===== config.mk =====
export PLATFORM = sky130hd
export DESIGN_NAME = pipelined_shifter
export DESIGN_NICKNAME = d
export VERILOG_FILES = /design/src/rtl/pipelined_shifter.sv
export SDC_FILE = /design/constraint.sdc
export NUM_CORES = 1
export LEC_CHECK = 0
export ABC_AREA = 1
export BUFFER_PORTS_ARGS = -buffer_cell sky130_fd_sc_hd__clkbuf_2
export CORE_MARGIN = 5
export CORE_UTILIZATION = 35
export DETAILED_ROUTE_END_ITERATION = 7
export HOLD_SLACK_MARGIN = 0.12
export PLACE_DENSITY = 0.56
export SYNTH_ARGS = -nofsm -noshare
export SYNTH_HDL_FRONTEND = slang
export SYNTH_SLANG_ARGS = --single-unit

===== constraint.sdc =====
create_clock -name clk -period 3.5 [get_ports clk]
set_input_delay 0.35 -clock clk [delete_from_list [all_inputs] [get_ports clk]]
set_output_delay 0.35 -clock clk [all_outputs]
set_load 0.005 [all_outputs]

===== src/rtl/pipelined_shifter.sv =====
// Pipelined log2 barrel shifter: left, logical-right or arithmetic-right, with sticky-out flag.
// Latency: P = ceil($clog2(W)/SPR) cycles from acceptance to out_valid when never stalled.
// Backpressure: one global advance (out_ready || !out_valid) stalls every stage; in_ready = advance.
module pipelined_shifter #(
    parameter int M                   = 23,
    parameter int E                   = 8,
    parameter int extra_bits_mantissa = 7,
    parameter int SPR                 = 2
) (
    input  logic                             clk,
    input  logic                             rst,
    input  logic                             in_valid,
    output logic                             in_ready,
    input  logic [M+extra_bits_mantissa-1:0] number_input,
    input  logic [E:0]                       shift_amount,
    input  logic                             right_shift,
    input  logic                             arithmetic_shift,
    output logic                             out_valid,
    input  logic                             out_ready,
    output logic [M+extra_bits_mantissa-1:0] number_output,
    output logic                             sticky
);

    localparam int W = M + extra_bits_mantissa;
    localparam int L = $clog2(W);
    localparam int P = (L + SPR - 1) / SPR;
    localparam logic [E:0]   W_AMT = (E + 1)'(W);
    localparam logic [W-1:0] ONES  = {W{1'b1}};

    // Everything a stage needs travels together: partial result, running sticky and control.
    typedef struct packed {
        logic [W-1:0] dat;
        logic         stk;
        logic [L-1:0] amt;
        logic         dir;    // 1: right
        logic         arith;  // arithmetic right only
        logic         sign;
        logic         sat;
    } stage_t;

    stage_t         st_q [P];
    stage_t         st_d [P];
    logic [P-1:0]   vld_q;
    logic           advance;

    assign advance  = out_ready || !out_valid;
    assign in_ready = advance;

    // Each stage applies its slice of barrel levels to the previous register; the last stage saturates.
    always_comb begin
        stage_t cur;
        for (int s = 0; s < P; s++) begin
            if (s == 0) begin
                cur.dat   = number_input;
                cur.stk   = 1'b0;
                cur.amt   = shift_amount[L-1:0];
                cur.dir   = right_shift;
                cur.arith = right_shift && arithmetic_shift;
                cur.sign  = number_input[W-1];
                cur.sat   = (shift_amount >= W_AMT);
            end else begin
                cur = st_q[s-1];
            end
            for (int k = 0; k < L; k++) begin
                if ((k / SPR) == s && cur.amt[k]) begin
                    if (cur.dir) begin
                        cur.stk = cur.stk | (|(cur.dat & ~(ONES << (1 << k))));
                        cur.dat = (cur.dat >> (1 << k)) |
                                  ((cur.arith && cur.sign) ? ~(ONES >> (1 << k)) : '0);
                    end else begin
                        cur.stk = cur.stk | (|(cur.dat & ~(ONES >> (1 << k))));
                        cur.dat = cur.dat << (1 << k);
                    end
                end
            end
            // Every input bit is either shifted out or still present, so sticky|data covers |input.
            if (s == P - 1 && cur.sat) begin
                cur.stk = cur.stk | (|cur.dat);
                cur.dat = (cur.arith && cur.sign) ? ONES : '0;
            end
            st_d[s] = cur;
        end
    end

    // Pipeline registers: all stages move together on advance, bubbles included.
    always_ff @(posedge clk or posedge rst) begin
        if (rst) begin
            vld_q <= '0;
            for (int s = 0; s < P; s++) st_q[s] <= '0;
        end else if (advance) begin
            vld_q[0] <= in_valid;
            for (int s = 1; s < P; s++) vld_q[s] <= vld_q[s-1];
            for (int s = 0; s < P; s++) st_q[s] <= st_d[s];
        end
    end

    assign out_valid     = vld_q[P-1];
    assign number_output = st_q[P-1].dat;
    assign sticky        = st_q[P-1].stk;

endmodule

# ---- Yosys cells after proc, flatten, opt, wreduce, memory -nomap -nowiden
# Index checks and enable logic that the tools add are counted.
dict set report classes {
  order_cmp 1
  muxes 17
  bitwise 14
  n_reduce_logical 15
}
# operator n
set op_table {}
lappend op_table {{$mux W31} 11}
lappend op_table {{$mux W30} 6}
lappend op_table {{$reduce_or A16 Y1} 2}
lappend op_table {{$or A14 B30 Y30} 1}
lappend op_table {{$or A22 B30 Y30} 1}
lappend op_table {{$or A26 B30 Y30} 1}
lappend op_table {{$or A28 B30 Y30} 1}
lappend op_table {{$or A29 B30 Y30} 1}
lappend op_table {{$reduce_or A30 Y1} 1}
lappend op_table {{$reduce_or A8 Y1} 2}
lappend op_table {{$ge A9 B5 Y1 const B} 1}
lappend op_table {{$or A1 B1 Y1} 9}
lappend op_table {{$reduce_or A4 Y1} 2}
lappend op_table {{$logic_and A1 B1 Y1} 4}
lappend op_table {{$reduce_or A2 Y1} 2}
lappend op_table {{$logic_not A1 Y1} 1}
lappend op_table {{$logic_or A1 B1 Y1} 1}
dict set report word_totals {
  reg_bits 114
  in_bits 45
  output_inout_bits 33
  wordCells 64
}

# ---- Logic depth before layout (Yosys ltp)
# Gate-level depths: netlist of run 1.
dict set report depth {
  word_depth 10
  ltp_mapped 12
  mapped_depth_nobuf 11
}

# ---- Worst setup path after synthesis of run 1
# No wires, ideal clock.
dict set report synth_timing {
  kind {reg2out}
  start {register vld_q[2]}
  end {output port in_ready}
  arrival_time_ns 1.074
  required_time_ns 3.150
  path_slack_ns 2.076
  path_stages_with_launch 6
  path_cell_list {dfrtp_1 > inv_1 > nor2_1 > inv_1 > clkbuf_1 > clkbuf_1}
}
dict set report synth_via {
  elab_chain_cells 2
}
# element line
set synth_lines {}
lappend synth_lines {{start: declaration} 43} ;# logic [P-1:0] vld_q;
lappend synth_lines {{start signal: assignment} 88} ;# vld_q <= '0;
lappend synth_lines {{$logic_not A1 Y1} 46} ;# assign advance = out_ready || !out_valid;
lappend synth_lines {{$logic_or A1 B1 Y1} 46}
lappend synth_lines {{end: declaration} 13} ;# output logic in_ready,
# No other way between the ends.

# ---- Worst setup path after layout of run 1
dict set report layout_timing {
  start {register, netlist name st_d[8]}
  end {register, netlist name sticky}
}
dict set report layout_via {
  elab_chain_cells 4
}
# element line
set layout_lines {}
lappend layout_lines {{$mux W31 *} 65} ;# if ((k / SPR) == s && cur.amt[k]) begin
lappend layout_lines {{$reduce_or A30 Y1} 78} ;# cur.stk = cur.stk | (|cur.dat);
lappend layout_lines {{$or A1 B1 Y1} 78}
lappend layout_lines {{$mux W31 *} 77} ;# if (s == P - 1 && cur.sat) begin
# Mark *: on every way between the ends. The rest lies on a longest branch, timed or not.
# A chain may end at the register's enable or synchronous reset.

==> results of run 1 <==
==> layout make-up <==
type / count / area, sq um / area share [%]
Clock inverter: 6 / 55.1 / 0.724
Inverter: 64 / 244 / 3.21
Multi-Input combinational cell: 761 / 3530 / 46.4
Tap cell: 265 / 332 / 4.36
Clock buffer: 10 / 239 / 3.14
Timing Repair Buffer: 89 / 503 / 6.61
Sequential cell: 108 / 2700 / 35.5
==> cell usage after synthesis, drive strengths merged, types with 6 or more instances <==
cell type / n
nand2: 271
o21ai: 153
nor2: 116
dfrtp: 108
nand3: 82
buf: 73
inv: 63
a21oi: 58
clkbuf: 26
o22ai: 26
o22a: 15
nand4: 9
a41oi: 6
==> routing by layer <==
metal  global-route usage [%]  vias to the layer above
li1                         -                     3428
met1                     27.7                     3179
met2                     29.7                      211
met3                     1.70                       24
met4                     5.84                        0
met5                        0                        -
==> worst paths after layout <==
| check | startpoint | end | slack (ns) |
|---|---|---|---|
| worst max-delay path | st_d[8]$_DFFE_PP0P_ | sticky$_DFFE_PP0P_ | 1.19 |
| worst min-delay path | in_valid | vld_q[0]$_DFFE_PP0P_ | 0.19 |
| worst max register to register | st_d[8]$_DFFE_PP0P_ | sticky$_DFFE_PP0P_ | 1.19 |
| worst min register to register | vld_q[1]$_DFFE_PP0P_ | vld_q[2]$_DFFE_PP0P_ | 0.46 |
| max in group asynchronous | rst | st_d[40]$_DFFE_PP0P_ | 2.23 |
| min in group asynchronous | rst | number_output[0]$_DFFE_PP0P_ | 0.52 |
==> worst register-to-register path, cell delays in order (launching register included) <==
cell,delay [ns]
dfrtp_1,0.80
inv_2,0.41
nor2_2,0.39
inv_1,0.10
nor2_1,0.13
nor2_1,0.07
nand2_1,0.07
nor2_1,0.04
nand3_1,0.08
nand2_1,0.05
a21oi_1,0.11
==> metrics by stage <==
step	instance area [sq um]	cells	hold WS [ns]
floorplan	7020	1032	0.420
finish	7600	1303	0.191
global route	7600	1303	0.229
CTS	7600	1303	0.185
detailed placement	7300	1286	0.350
global placement	7300	1286	0.347
==> flip-flops by register name (all words and copies together) (netlist names) <==
signal and flops:
sticky 1, number_output 30, st_q 62, vld_q 3
st_d 12
==> timing repair <==
action / in CTS / in global routing
setup buffers: 0 / 0
setup endpoints to repair: 0 / 0
endpoints found under the hold margin: 26 / 0
hold buffers: 1 / 0
==> logic make-up (layout without fill, tap and decap cells) <==
logic type / after synthesis / after routing / synth area share (%)
AO/OA/AOI/OAI: 276 / 276 / 22.1
buffers and inverters: 163 / 169 / 11.4
flip-flops: 108 / 108 / 38.5
AND/OR/NAND/NOR: 485 / 485 / 28.1
==> power groups by stage <==
stage          logic (uW)  clock network (uW)  registers (uW)
2_1_floorplan        2000                   0            2040
3_3_place_gp         2370                   0            2310
3_5_place_dp         2370                   0            2320
4_1_cts              2380                1040            2300
5_1_grt              2730                1090            2360
6_report             2370                1010            2300
==> summary.md, run 1 <==
| Metric | Value |
|---|---|
| Status | finished, final reports clean |
| DRT Wirelength | 21.3 mm |
| Critical path endpoint category | flop |
| Final worst-path cycle share | 66.1% |
| Core ar. | 19600 sq um |
| Sequential share of power | 40.5% |
| Most frequent cells in the layout | nand2_1 (268), o21ai_0 (134), nor2_1 (113), dfrtp_1 (108), nand3_1 (82) |
| Critical path type | flop to flop |
| Count of cell types in the netlist | 34 |
| DR top layer | met4 |
| Cells along the critical path | inv_2, nor2_2, inv_1, nor2_1, nor2_1, nand2_1, nor2_1, nand3_1, nand2_1, a21oi_1 |
| Sum of negative setup slack | 0 ns |
| Inserted Diodes | 0 |
| Met2 WL post-DR | 9.70 mm |
| Die X | around 150 um |
| WL per Instance | 16.3 um |
| Crit-path slowest cell | dfrtp_1 |
| Max Fanout on Critical Path | 30 |
| Worst path buffer plus inverter count | 2 |
| Final net count | roughly 1100 |
| Worst setup SP type | flop |
| Die footprint | 23000 sq um |
| Peak supply drop | 257 uV |
| IO Port Bufs | 77 |
| Worst Skew | between 0.015 and 0.02 ns |
| Initial antenna violation count | 0 |
| Synth warn | 0 |
| Clock power frac | 17.9% |
| Post-DR vias/cell | 5.25 |
| Most common cell after layout, fill and taps aside | nand2_1 |
| Max Slew Vio Count | 0 |
| Worst path depth | 10 |
| Cell family with most CP delay | simple AND/OR/NAND/NOR gates |
| Post-synthesis sequential area ratio | 38.5% |
| Initial DRC Count | 609 |
| Fin. Hold Viols | 0 |
| Netlist Area Pre-Place | around 7000 sq um |
| Initial Util | 35.8% |
| R2R depth | 10 |
| Layout cells sized above 1 | 11.5% |
| Slew HR | between 50% and 60% |
| Gate power share | 41.7% |
| Reported net switching power | about 2600 uW |
| Clk_lat worst skew | ~0.36 ns |
| LEAKAGE | 0.00354 uW |
| Final antenna-violating net count | 0 |
| Top FF cell, synth | dfrtp_1 |
| Worst EP required | 3.79 ns |
| Measured slew at the worst slew-check pin | ~0.7 ns |
| Crit path arrival time | 2.60 ns |
| Pre-CTS WS | 1.08 ns |
| RSZ-0062 raised after global routing | false |
| Hold depth | 3 |
| Met3 WL | 992 um |
| Hold/Removal Path Class | input pin to flop |
| Cell count after synthesis | about 1000 |
| CTS Buf Count | 9 |
| Layout fillers | 2161 |
| # setup viols final | 0 |
| TritonRoute pass-1 iters | 5 |
| Yosys top cell area share | 38.5% |
| Pin count of the biggest net entering global routing | 83 |
| Post-CTS Resized | 0 |
| First-pass GRT wire length | approximately 35 mm |
| P per Cell Area | 747 nW/um^2 |
| Syn nets | 1077 |
| Most used cell along the critical path | nor2_1 |
| Post-synth EDFFs | 0 |
| Detailed Place HPWL | roughly 16 mm |
| Maxcap violations | 0 |
| Largest stage delay, worst path | 0.80 ns |
| Die Y | 152 um |
| CTS tree | done |
| IO Count | 78 |
| Routed via count | 6842 |
| GR Util All Layers | 18.9% |
| Area added between synthesis and finish | 8.30% |
| Root Driver | clkbuf_16 |
| Total power | 5680 uW |
| Post-layout minimum cycle time | ~2.3 ns |
| Cell Int Power | 3110 uW |
| Synth Register Bits | 108 |
| Vias in the first global route | 6261 |
| Routed length on met1 | 10.1 mm |
| Peak Freq | 0.432 GHz |
| Synth Area per Inst | 6.80 sq um |
| Final core utilization | 38.8% |
| Htree depth | 3 |
| Synth area leaders | dfrtp_1 (38%), nand2_1 (14%), o21ai_0 (9.6%) |
| DRC viols | 0 |
| Rows | 51 |
| Switching portion of total power | 45.2% |
| Final setup margin | 1.19 ns |
| CTS Buffer Depth | 2 |
| Largest area contributor in the netlist | dfrtp_1 |
| CTS clk-pin slew, worst paths | about 0.08 ns |
| GPL Wtd Cong | 0.878 |
| Clk sinks | 108 |
| Gr ovfl total | 0 |
| Asr flop ratio synth | 100% |
(Power assumes the default switching activity.)
==> run 2, diff against run 1 <==
--- a/config.mk
+++ b/config.mk
@@ -11,7 +11,7 @@
 export CORE_UTILIZATION = 35
 export DETAILED_ROUTE_END_ITERATION = 7
 export HOLD_SLACK_MARGIN = 0.12
-export PLACE_DENSITY = 0.56
+export PLACE_DENSITY = 0.58
 export SYNTH_ARGS = -nofsm -noshare
 export SYNTH_HDL_FRONTEND = slang
 export SYNTH_SLANG_ARGS = --single-unit
==> constraint.sdc (replaced) <==
create_clock -name clk -period 2.1 [get_ports clk]
set_input_delay 0.21 -clock clk [delete_from_list [all_inputs] [get_ports clk]]
set_output_delay 0.21 -clock clk [all_outputs]
set_load 0.005 [all_outputs]
==> run 2 against run 1 <==
Compared with the run above:
- routed wire length shrank 1.9%
- via count grew 2.1%
- maximum frequency grew 20%
- clock-buffer cell count is the same
- global-route usage shrank 0.55 points
- total power grew 70%
- clock power grew 77%
- core utilization grew 1.2 points
- sequential share of layout area shrank 1.1 points
- final cell count grew 1.8%
- critical path type unchanged
- largest cell class unchanged
- largest power group unchanged
==> summary.md, run 2 (synthesized netlist as in run 1, its figures left out) <==
| Metric | Value |
|---|---|
| # setup viols final | 0 (unchanged) |
| Total power | 9660 uW (+70%) |
| Rows | 51 (unchanged) |
| Final net count | 1101 (+2.1%) |
| Register area | 2700 sq um (unchanged) |
| IO Port Bufs | 77 (unchanged) |
| WL per Instance | 15.8 um (-3.6%) |
| Post-layout minimum cycle time | 1.92 ns (-0.393 ns) |
| Hold/Removal Path Class | input pin to flop |
| Worst setup SP type | flop |
| GR Util All Layers | 18.4% (-0.55 points) |
| Number of flip-flops in the largest register | 62 (unchanged) |
| Maxcap violations | 0 (unchanged) |
| Peak Freq | 0.521 GHz (+20%) |
| DRT Wirelength | 20.9 mm (-1.9%) |
| Most common cell after layout, fill and taps aside | nand2_1 |
| DRC viols | 0 (unchanged) |
| Clk sinks | 108 (unchanged) |
| CTS Buf Count | 9 (unchanged) |
| Max Fanout on Critical Path | 17 (-43%) |
| RSZ-0062 raised after global routing | false |
| Biggest register | st_q |
| Initial DRC Count | 511 (-16%) |
| CTS clk-pin slew, worst paths | 0.08 ns (about the same) |
| Critical path type | flop to flop |
| Vias in the first global route | 6411 (+2.4%) |
| Clk_lat worst skew | 0.37 ns (about the same) |
| Critical path endpoint category | flop |
| Layout cells sized above 1 | 12.7% (+1.3 points) |
| Die X | 152 um (unchanged) |
| Post-Place Cells | 1303 (+1.3%) |
| Most frequent cells in the layout | nand2_1 (268), o21ai_0 (134), nor2_1 (113), dfrtp_1 (108), nand3_1 (82) |
| CTS tree | done |
| TritonRoute pass-1 iters | 5 (unchanged) |
| P per Cell Area | 1230 nW/um^2 (+65%) |
| Routed via count | 6987 (+2.1%) |
| Gr ovfl total | 0 (unchanged) |
| Pin count of the biggest net entering global routing | 57 (-31%) |
| Htree depth | 3 (unchanged) |
| Post-CTS setup buffer count | 0 (unchanged) |
| Die Y | 152 um (unchanged) |
| Area added between synthesis and finish | 11.7% |
| Crit path arrival time | 2.18 ns (-0.42 ns) |
| Final core utilization | 40.0% (+1.2 points) |
| Post-DR vias/cell | 5.27 (+0.35%) |
| IO Count | 78 (unchanged) |
| LEAKAGE | 0.00367 uW (+3.4%) |
| Final antenna-violating net count | 0 (unchanged) |
| Inserted Diodes | 0 (unchanged) |
| Layout fillers | 2123 (-1.8%) |
| Peak supply drop | 456 uV (+77%) |
| Detailed Place HPWL | 15.7 mm (-1.2%) |
| First-pass GRT wire length | 33.7 mm (-2.4%) |
| Slew HR | 59.5% (+6.3 points) |
| Multi-input logic area | 3530 sq um (unchanged) |
| Worst EP required | 2.36 ns (-1.43 ns) |
| Core ar. | 19600 sq um (unchanged) |
| Root Driver | clkbuf_16 |
| Status | finished, final reports clean |
| GPL Wtd Cong | 0.926 (+5.4%) |
| Initial antenna violation count | 0 (unchanged) |
| Die footprint | 23000 sq um (unchanged) |
| Worst Skew | 0.0158 ns (+0.000784 ns) |
| Final worst-path cycle share | 91.5% (+25 points) |
| Max Slew Vio Count | 0 (unchanged) |
| Fin cells | 1326 (+1.8%) |
| Hold slack | 0.159 ns (-0.0316 ns) |
| CTS Buffer Depth | 2 (unchanged) |
| Fin. Hold Viols | 0 (unchanged) |
| Initial Util | 35.8% (unchanged) |
| Measured slew at the worst slew-check pin | 0.602 ns (-0.100 ns) |
| Sum of negative setup slack | 0 ns (unchanged) |
-- run 2: cell types whose count changed in the layout (fill, tap and decap cells not counted), sizes merged --
cell	delta
dlygate4sd3	+6
clkinv	-3
bufinv	+1
inv	+1
buf	+17
clkinvlp	+1
-- run 2: what timing repair did --
| item | 4_1_cts | 5_1_grt |
|---|---|---|
| hold buffers | 7 | 0 |
| hold endpoints to repair | 23 | 0 |
| gates resized for setup | 0 | 0 |
-- run 2: routing by layer --
| layer | vias to the layer above | part of all wire, % | global-route usage (%) |
|---|---|---|---|
| met5 | - | 0 | 0 |
| met4 | 0 | 2.6 | 7.14 |
| met3 | 36 | 5.5 | 2.35 |
| met2 | 241 | 45 | 28.5 |
| met1 | 3222 | 47 | 26.1 |
| li1 | 3488 | - | - |
-- run 2: path summary, 6_finish.rpt --
check | startpoint | endpoint | slack (ns) | depth (start not counted)
setup / recovery | st_d[3]$_DFFE_PP0P_ | sticky$_DFFE_PP0P_ | 0.18 | 10
max in group asynchronous | rst | st_d[2]$_DFFE_PP0P_ | 1.05 | 4
hold reg to reg | vld_q[1]$_DFFE_PP0P_ | vld_q[2]$_DFFE_PP0P_ | 0.45 | 2
min in group asynchronous | rst | st_d[8]$_DFFE_PP0P_ | 0.46 | 3
setup reg to reg | st_d[3]$_DFFE_PP0P_ | sticky$_DFFE_PP0P_ | 0.18 | 10
hold / removal | arithmetic_shift | st_d[42]$_DFFE_PP0P_ | 0.16 | 3
-- run 2: power by group --
group | switching [uW] | internal, uW
Combinational | 2600 | 1520
Sequential | 860 | 2890
Clock | 838 | 953
Total | 4290 | 5370
-- run 2: critical path: stages, from the launching register on --
cell and delay [ns]:
dfrtp_1 0.57, nand2_2 0.22, inv_2 0.06, nand2_2 0.24, o21ai_0 0.20, nor2_1 0.13, nand2_1 0.08, nor2_1 0.11
nand3_1 0.09, nand2_1 0.07, a21oi_1 0.06
-- run 2: per-stage QoR --
step,cell area [sq um],setup slack [ns]
after global routing,7840,0.0410
after detailed placement,7470,0.225
final,7840,0.179
after CTS,7840,0.225
after global placement,7470,0.228
after floorplan,7030,0.588
-- run 2: cell type report --
class | count | share of cell area (%)
Clock inverter | 6 | 0.973
Sequential cell | 108 | 34.5
Clock buffer | 10 | 2.92
Multi-Input combinational cell | 761 | 45.0
Tap cell | 265 | 4.23
Inverter | 64 | 3.13
Timing Repair Buffer | 112 | 9.29
